==> config.mk <==
export PLATFORM = sky130hd
export DESIGN_NAME = a25_copro15_regfile
export DESIGN_NICKNAME = d
export VERILOG_FILES = /design/src/rtl/a25_copro15_regfile.sv
export SDC_FILE = /design/constraint.sdc
export NUM_CORES = 1
export LEC_CHECK = 0
export BUFFER_PORTS_ARGS = -buffer_cell sky130_fd_sc_hd__buf_2
export CORE_ASPECT_RATIO = 1.75
export CORE_MARGIN = 2
export CORE_UTILIZATION = 45
export DETAILED_ROUTE_END_ITERATION = 6
export GPL_ROUTABILITY_DRIVEN = 0
export GPL_TIMING_DRIVEN = 0
export PLACE_DENSITY_LB_ADDON = 0.1
export SLEW_MARGIN = 20
export SYNTH_ARGS = -nofsm -noshare
export SYNTH_HDL_FRONTEND = slang
export SYNTH_SLANG_ARGS = --single-unit
==> constraint.sdc <==
create_clock -name clk -period 11.6 [get_ports clk]
set_clock_uncertainty 0.05 [all_clocks]
set_input_delay 1.74 -clock clk [delete_from_list [all_inputs] [get_ports clk]]
set_output_delay 1.74 -clock clk [all_outputs]
set_load 0.02 [all_outputs]
==> src/rtl/a25_copro15_regfile.sv <==
// CP15 register file for Amber 25: cache control, region maps, fault capture, flush sequencer.
// Define A25_COPRO_FAULT_QUEUE_EN to replace the single fault register with a FAULT_DEPTH FIFO.
module a25_copro15_regfile #(
  parameter int NUM_REGIONS  = 32,
  parameter int REGION_SHIFT = 21,
  parameter int FAULT_DEPTH  = 4
) (
  input  logic        clk,
  input  logic        reset,
  input  logic        scan_enable,
  input  logic        test_mode,
  input  logic        i_core_stall,
  input  logic [3:0]  i_copro_crn,
  input  logic [1:0]  i_copro_operation,
  input  logic [31:0] i_copro_write_data,
  input  logic        i_fault,
  input  logic [7:0]  i_fault_status,
  input  logic [31:0] i_fault_address,
  input  logic        i_access_valid,
  input  logic [31:0] i_access_address,
  input  logic        i_cache_flush_ack,
  output logic [31:0] o_copro_read_data,
  output logic        o_cache_enable,
  output logic [31:0] o_cacheable_area,
  output logic        o_cache_flush_req,
  output logic        o_flush_busy
);

  localparam logic [31:0] MAP_MASK = 32'hFFFF_FFFF >> (32 - NUM_REGIONS);

  typedef enum logic [1:0] {FL_IDLE, FL_REQ, FL_WAIT} flush_state_t;

  flush_state_t r_flush_state;
  logic         r_flush_pend;
  logic         r_flush_req;
  logic         r_flush_busy;
  logic [2:0]   r_cache_control;
  logic [31:0]  r_cacheable;
  logic [31:0]  r_updateable;
  logic [31:0]  r_disruptive;
  logic [31:0]  r_read_data;

  logic         w_mcr;
  logic         w_mrc;
  logic         w_fault_take;
  logic [31:0]  w_region_idx;
  logic         w_disruptive_hit;
  logic         w_trigger;
  logic [31:0]  w_read_mux;
  logic [7:0]   w_head_status;
  logic [31:0]  w_head_addr;
  logic [3:0]   w_fault_cnt;
  logic         w_fault_ovf;
  logic         w_fault_empty;
  logic         w_unused;

  assign w_mcr        = !i_core_stall && (i_copro_operation == 2'd2);
  assign w_mrc        = !i_core_stall && (i_copro_operation == 2'd1);
  assign w_fault_take = !i_core_stall && i_fault;

  // Regions past NUM_REGIONS never hit, even though the map bits there are already zero.
  assign w_region_idx     = i_access_address >> REGION_SHIFT;
  assign w_disruptive_hit = (w_region_idx < 32'(NUM_REGIONS)) && r_disruptive[w_region_idx[4:0]];
  assign w_trigger        = (w_mcr && (i_copro_crn == 4'd1)) ||
                            (!i_core_stall && i_access_valid && r_cache_control[0] && w_disruptive_hit);

`ifdef A25_COPRO_FAULT_QUEUE_EN
  localparam int PTR_W = $clog2(FAULT_DEPTH);

  logic [7:0]     r_q_status [FAULT_DEPTH];
  logic [31:0]    r_q_addr   [FAULT_DEPTH];
  logic [PTR_W-1:0] r_wr_ptr;
  logic [PTR_W-1:0] r_rd_ptr;
  logic [PTR_W:0] r_count;
  logic           r_ovf;
  logic           w_pop;
  logic           w_push;
  logic           w_full;
  logic [4:0]     w_cnt5;

  assign w_full  = (r_count == (PTR_W+1)'(FAULT_DEPTH));
  assign w_pop   = w_mrc && (i_copro_crn == 4'd7) && (r_count != '0);
  assign w_push  = w_fault_take && (!w_full || w_pop);
  assign w_cnt5  = 5'(r_count);

  assign w_fault_empty = (r_count == '0);
  assign w_fault_ovf   = r_ovf;
  assign w_fault_cnt   = (w_cnt5 > 5'd15) ? 4'd15 : w_cnt5[3:0];
  assign w_head_status = w_fault_empty ? 8'd0  : r_q_status[r_rd_ptr];
  assign w_head_addr   = w_fault_empty ? 32'd0 : r_q_addr[r_rd_ptr];
  assign w_unused      = ^{scan_enable, test_mode, i_access_address[REGION_SHIFT-1:0]};

  always_ff @(posedge clk or posedge reset) begin
    if (reset) begin
      for (int i = 0; i < FAULT_DEPTH; i++) begin
        r_q_status[i] <= '0;
        r_q_addr[i]   <= '0;
      end
      r_wr_ptr <= '0;
      r_rd_ptr <= '0;
      r_count  <= '0;
      r_ovf    <= 1'b0;
    end else begin
      if (w_push) begin
        r_q_status[r_wr_ptr] <= i_fault_status;
        r_q_addr[r_wr_ptr]   <= i_fault_address;
        r_wr_ptr             <= r_wr_ptr + 1'b1;
      end
      if (w_pop)
        r_rd_ptr <= r_rd_ptr + 1'b1;
      r_count <= r_count + (PTR_W+1)'(w_push) - (PTR_W+1)'(w_pop);
      if (w_fault_take && !w_push)
        r_ovf <= 1'b1;
      else if (w_mcr && (i_copro_crn == 4'd6))
        r_ovf <= 1'b0;
    end
  end
`else
  logic [7:0]  r_f_status;
  logic [31:0] r_f_addr;
  logic        r_f_valid;

  assign w_fault_empty = !r_f_valid;
  assign w_fault_ovf   = 1'b0;
  assign w_fault_cnt   = {3'd0, r_f_valid};
  assign w_head_status = r_f_status;
  assign w_head_addr   = r_f_addr;
  assign w_unused      = ^{scan_enable, test_mode, i_access_address[REGION_SHIFT-1:0], (FAULT_DEPTH > 0)};

  always_ff @(posedge clk or posedge reset) begin
    if (reset) begin
      r_f_status <= '0;
      r_f_addr   <= '0;
      r_f_valid  <= 1'b0;
    end else if (w_fault_take) begin
      r_f_status <= i_fault_status;
      r_f_addr   <= i_fault_address;
      r_f_valid  <= 1'b1;
    end
  end
`endif

  always_comb begin
    w_read_mux = 32'd0;
    case (i_copro_crn)
      4'd0:    w_read_mux = 32'h4156_0310;
      4'd1:    w_read_mux = {31'd0, r_flush_busy};
      4'd2:    w_read_mux = {29'd0, r_cache_control};
      4'd3:    w_read_mux = r_cacheable;
      4'd4:    w_read_mux = r_updateable;
      4'd5:    w_read_mux = r_disruptive;
      4'd6:    w_read_mux = {16'd0, w_fault_cnt, 2'd0, w_fault_ovf, w_fault_empty, w_head_status};
      4'd7:    w_read_mux = w_head_addr;
      default: w_read_mux = 32'd0;
    endcase
  end

  always_ff @(posedge clk or posedge reset) begin
    if (reset) begin
      r_cache_control <= '0;
      r_cacheable     <= '0;
      r_updateable    <= '0;
      r_disruptive    <= '0;
      r_read_data     <= '0;
    end else begin
      if (w_mcr) begin
        case (i_copro_crn)
          4'd2:    r_cache_control <= i_copro_write_data[2:0];
          4'd3:    r_cacheable     <= i_copro_write_data & MAP_MASK;
          4'd4:    r_updateable    <= i_copro_write_data & MAP_MASK;
          4'd5:    r_disruptive    <= i_copro_write_data & MAP_MASK;
          default: ;
        endcase
      end
      if (w_mrc)
        r_read_data <= w_read_mux;
    end
  end

  // An ack-cycle trigger is remembered in r_flush_pend so it re-requests after one IDLE cycle.
  always_ff @(posedge clk or posedge reset) begin
    if (reset) begin
      r_flush_state <= FL_IDLE;
      r_flush_pend  <= 1'b0;
      r_flush_req   <= 1'b0;
      r_flush_busy  <= 1'b0;
    end else begin
      case (r_flush_state)
        FL_IDLE: begin
          if (w_trigger || r_flush_pend) begin
            r_flush_state <= FL_REQ;
            r_flush_req   <= 1'b1;
            r_flush_busy  <= 1'b1;
            r_flush_pend  <= 1'b0;
          end
        end
        FL_REQ, FL_WAIT: begin
          if (i_cache_flush_ack) begin
            r_flush_state <= FL_IDLE;
            r_flush_req   <= 1'b0;
            r_flush_busy  <= 1'b0;
            r_flush_pend  <= w_trigger;
          end else begin
            r_flush_state <= FL_WAIT;
          end
        end
        default: begin
          r_flush_state <= FL_IDLE;
          r_flush_req   <= 1'b0;
          r_flush_busy  <= 1'b0;
        end
      endcase
    end
  end

  assign o_copro_read_data = r_read_data;
  assign o_cache_enable    = r_cache_control[0];
  assign o_cacheable_area  = r_cacheable;
  assign o_cache_flush_req = r_flush_req;
  assign o_flush_busy      = r_flush_busy;

endmodule

==> results of run 1 <==
[path summary, 6_finish.rpt]
kind	startpoint	endpoint	slack (ps)
min reg2reg	r_updateable[29]	r_updateable[29]	460
max in group asynchronous	reset	r_disruptive[25]	9350
min in group asynchronous	reset	o_copro_read_data[3]	1300
max reg2reg	r_disruptive[29]	r_flush_state[1]	9320
min	r_updateable[29]	r_updateable[29]	460
max	i_copro_crn[2]	r_updateable[24]	7950
[metrics by stage]
stage	hold slack [ps]	setup WS, ps	total power (µW)	std cells
after CTS	458	7940	1640	1002
after global routing	478	7830	1700	1002
after detailed placement	443	7480	1080	970
after global placement	436	3290	1060	969
final	458	7950	1630	1002
after floorplan	408	5040	956	583
[placed cells by master (no fill, tap or decap), drive strengths merged, types with 12 or more instances in the layout]
master,count
buf,178
dfrtp,176
mux2,150
nor2,43
a22oi,39
clkbuf,39
a31oi,25
a21oi,18
inv,13
mux2i,12
[power by group through the flow]
stage / registers (µW) / clock network [µW] / logic [µW]
floorplan: 801 / 0 / 155
global placement: 773 / 0 / 287
detailed placement: 777 / 0 / 298
CTS: 766 / 574 / 300
global route: 776 / 602 / 321
finish: 766 / 567 / 296
[state kept, by name, summed over array words and instances (netlist names), 2 cells and up]
| register | cells |
|---|---|
| o_cacheable_area | 32 |
| o_copro_read_data | 32 |
| r_cache_control | 3 |
| r_disruptive | 32 |
| r_f_addr | 32 |
| r_f_status | 8 |
| r_flush_state | 2 |
| r_updateable | 32 |
[cell type report]
class,count,area [µm²]
clock inverter,15,150
inverter,4,22.5
sequential,176,4400
timing repair buffer,160,823
multi-input combinational,363,3170
clock buffer,17,425
tap,227,284
fill,1472,7500
buffer,40,163
[cell families after synthesis]
kind of cell | Yosys count | synth area share (%)
buf+inv | 44 | 2.29
flops | 176 | 56.8
fa+ha+maj | 2 | 0.323
mux | 168 | 25.3
simple gates | 83 | 5.10
compound gates | 110 | 10.2
[critical path, stage by stage]
cell and delay (ps):
buf_2 190, nand2b_1 150, nor3_1 700, nand2_1 330, buf_1 410, mux2_2 380
[per-layer routing]
metal,up-vias,track usage [%],share of wire (%)
li1,2543,-,-
met1,2871,28.0,37
met2,159,45.6,55
met3,36,5.36,4.5
met4,2,9.98,3.1
met5,-,0,0.032
==> impl_metrics.toml, run 1 <==
[outcome]
status = "finished, violations left"
violations = "DRC"

[synth]
seq_area_frac_synth_pct = 56.8
synth-seq-cells = 176
yosysTopAreaCellShare_pct = 56.8
syn_nets = 703
ys_top_cells_by_count = "dfrtp_1, mux2_2, nor2_1"
synth_area_leader_cell = "dfrtp_1"
synth-main-ff-cell = "dfrtp_1"
synth_cells = 583
synth_edf_count = 0
synth_cell_types = 43
syn_area_um2 = 7750
synth_most_common_cell = "dfrtp_1"
avgSynthCellArea_um2 = 13.3
ys_async_sr_fraction_pct = 100
ys_warn_count = 0
synthTopCellsByArea = "dfrtp_1, mux2_2, a22oi_1"

[clock_tree]
cts_tree = "done"
clockBufferDepth = 2
cts-resized-gates = 0
cts_made_buffers = 17
hold_buffers = 0
clock_latency_ps = 440
cts_root_buf = "clkbuf_16"
cts_max_level = 4
cts.sinks = 176
clk_pin_slew_ps = 70
post_cts_buffers = 0

[cells_and_area]
stdcell_area_um2 = 9450
syn_to_final_growth_pct = 21.9
final_nets = 882
final_util_pct = 55.7
drive_gt1_share_pct = 45.5
n_antenna_cell = 0

[timing]
clock.fmax_mhz = 274
finalSetupViolations = 0
finalSetupTns_ps = 0
period_needed_ps = 3650
tightest_slew_ps = 880
final_hold_viol_count = 0
period_share_pct = 31.5
maxSlewViolCount = 0
rsz0062_at_grt = "no"
relSlewSlack_pct = 40.9

[floorplanning]
fp.dieW_um = 103
die_h_um = 178
io_pins = 185
core_area_um2 = 16900
num_rows = 63
initial_utilization_pct = 45.7
die_area_um2 = 18300

[setup_path]
start_kind = "input port"
critical_path.endpoint_type = "flop"
path_max_fanout = 10
critPathKind = "input port to flop"
cp.required_ps = 11870
worst_ep_arrival_time_ps = 3920
reg2reg_depth = 5

[global_route]
grt_pass1_wl_um = 33500
grt_max_degree = 100
grtUsageTotal_pct = 25.2
grt_antenna_before_repair = 1
grt-ovfl-total = 0
grt_pass1_vias = 6011

[hold_path]
holdPathStages = 1
hold_class = "flop to flop"

[power]
internal_power_uw = 1140
p_leak_uw = 0.00442
p_seq_share_pct = 47.0
combPwrFrac_pct = 18.2
power.density_nw_per_um2 = 172
switching_power_uw = 484
switching_share_pct = 29.7
ir_worst_vdd_mv = 0.0913
power_frac_clock_pct = 34.8

[drt]
drc = 3
antenna_left = 0
vias = 5611
routed_wirelength_um = 22100
routedWlPerCell_um = 22.0
vias_per_cell = 5.60
drt_iter0_drc = 344
drt_pass1_iterations = 7

[flow_run]
maxCapViolCount = 0

[placement]
placed_area_um2 = 8870
hpwl_um = 16200
port_buffers = 159
No activity file was read; power rests on OpenSTA's default activity.
==> inputs of run 2 (changes only) <==
clock period = 3.47 ns   (was 11.6 ns; I/O delays follow)
==> run 2 against run 1 <==
  * The run now ends clean
  * Count of clock-buffer cells in the layout grew 2
  * Highest routed layer unchanged
  * Worst setup slack lost 6900 ps
  * Non-clock buffer count grew 4
  * Sequential power grew to 3.3 times the previous value
  * Cell area grew 0.49%
  * Clock power grew to 3.2 times the previous value
  * Sequential share of layout area shrank 0.23 points
  * Combinational power grew to 3.4 times the previous value
  * Die area is the same
  * Hold slack lost 300 ps
==> impl_metrics.toml, run 2 (synthesis gave the netlist of run 1 again) <==
[placement]
port_buffers = 159
dp_cells = 974
placed_area_um2 = 8950
hpwl_um = 16600

[floorplanning]
die_h_um = 178
die_area_um2 = 18300
io_pins = 185
fp.dieW_um = 103
initial_utilization_pct = 45.7
num_rows = 63
core_area_um2 = 16900

[drt]
route.met2.wl_um = 12500
antenna_left = 0
met3_length_um = 845
drt_iter0_drc = 325
drt_pass1_iterations = 5
routed_wirelength_um = 22200
vias_per_cell = 5.64
routedWlPerCell_um = 22.1
top_layer = "met5"
vias = 5673
drc = 0
wl_met1_um = 8270

[timing]
period_share_pct = 69.9
maxSlewViolCount = 0
period_needed_ps = 2430
final_hold_viol_count = 0
relSlewSlack_pct = 33.2
finalSetupViolations = 0
clock.fmax_mhz = 412
tightest_slew_ps = 994
rsz0062_at_grt = "no"

[setup_path]
critPathKind = "input port to flop"
cp.required_ps = 3730
rr_endpoint = "r_flush_state[1]"
reg2reg_depth = 5
worst_ep_arrival_time_ps = 2690
r2r_slack_ps = 1190
start_kind = "input port"
reg2reg_from = "r_disruptive[29]"
path_max_fanout = 10
critical_path.endpoint_type = "flop"

[clock_tree]
clk_pin_slew_ps = 70
cts_max_level = 4
clockBufferDepth = 2
cts.sinks = 176
cts_root_buf = "clkbuf_16"
post_cts_buffers = 0
cts_tree = "done"
hold_buffers = 0
cts_made_buffers = 17
clock_latency_ps = 430
cts-resized-gates = 0

[power]
ir_worst_vdd_mv = 0.307
finalPower_uw = 5360
p_leak_uw = 0.00443
power.density_nw_per_um2 = 565

[hold_path]
hold_class = "input port to asynchronous set/reset pin"

[cells_and_area]
mostFrequentLayoutCell = "dfrtp_1"
drive_gt1_share_pct = 45.7
n_antenna_cell = 0
mostFrequentLayoutCells = "dfrtp_1, buf_2, mux2_2"
register_area_um2 = 4400
syn_to_final_growth_pct = 22.5
layoutNonFillerInstCount = 1006
stdcell_area_um2 = 9490
multi_input_area_um2 = 3170
final_nets = 886
final_util_pct = 56.0
fill_cells = 1510

[outcome]
status = "finished, final reports clean"

[global_route]
grtUsageTotal_pct = 24.9
grt_pass1_wl_um = 33400
grt_max_degree = 36
grt_pass1_vias = 6040
grt-ovfl-total = 0
grt_antenna_before_repair = 1

[flow_run]
maxCapViolCount = 0
-- run 2: cell count changes in the layout (fill, tap and decap cells not counted) --
cell | before | now
buf_12 | 0 | 4
inv_6 | 7 | 6
clkinvlp_4 | 0 | 4
bufinv_16 | 1 | 0
clkbuf_8 | 0 | 1
clkbuf_1 | 22 | 23
clkinv_4 | 3 | 2
inv_8 | 3 | 0
-- run 2: through the flow --
stage / setup slack [ps] / TNS (ps) / hold WS (ps)
floorplan: 647 / 0 / 408
detailed placement: 597 / 0 / 444
global placement: -355 / -58570 / 435
global route: 935 / 0 / 200
CTS: 1050 / 0 / 169
finish: 1040 / 0 / 163
-- run 2: worst max path at each step --
stage,startpoint,to,slack [ps],cells after the start
after CTS,i_copro_crn[3],r_updateable[24],1050,6
final,i_copro_crn[3],r_updateable[11],1040,6
after global placement,reset,r_f_addr[29],-360,2
after detailed placement,i_copro_crn[3],r_updateable[10],600,6
after global routing,i_copro_crn[2],r_updateable[11],940,6
after floorplan,reset,o_cache_flush_req,650,1
-- run 2: area by class of cell --
| type | instances | share of cell area (%) |
|---|---|---|
| flip-flops and latches | 176 | 46.4 |
| multi-input cells | 363 | 33.4 |
| repair buffers | 164 | 9.52 |
| clock buffers | 19 | 4.67 |
| well taps | 227 | 2.99 |
| plain buffers | 40 | 1.71 |
| clock inverters | 13 | 1.08 |
| inverters | 4 | 0.198 |
-- run 2: power by group --
group          leakage, µW  total [µW]  switching (µW)  internal, µW
logic              0.00194        1000             535           467
clock network     0.000262        1800             851           948
registers          0.00223        2560             210          2350
-- run 2: worst max-delay path, cell delays in order --
cell,delay (ps)
buf_2,140
nand2b_1,210
nor3_1,670
nand2_1,350
buf_1,410
mux2_2,380
-- run 2: routing by layer --
layer  global-route usage [%]  up-vias
met5                        0        -
met4                     9.70        2
met3                     3.51       36
met2                     45.8      164
met1                     28.5     2917
li1                         -     2554
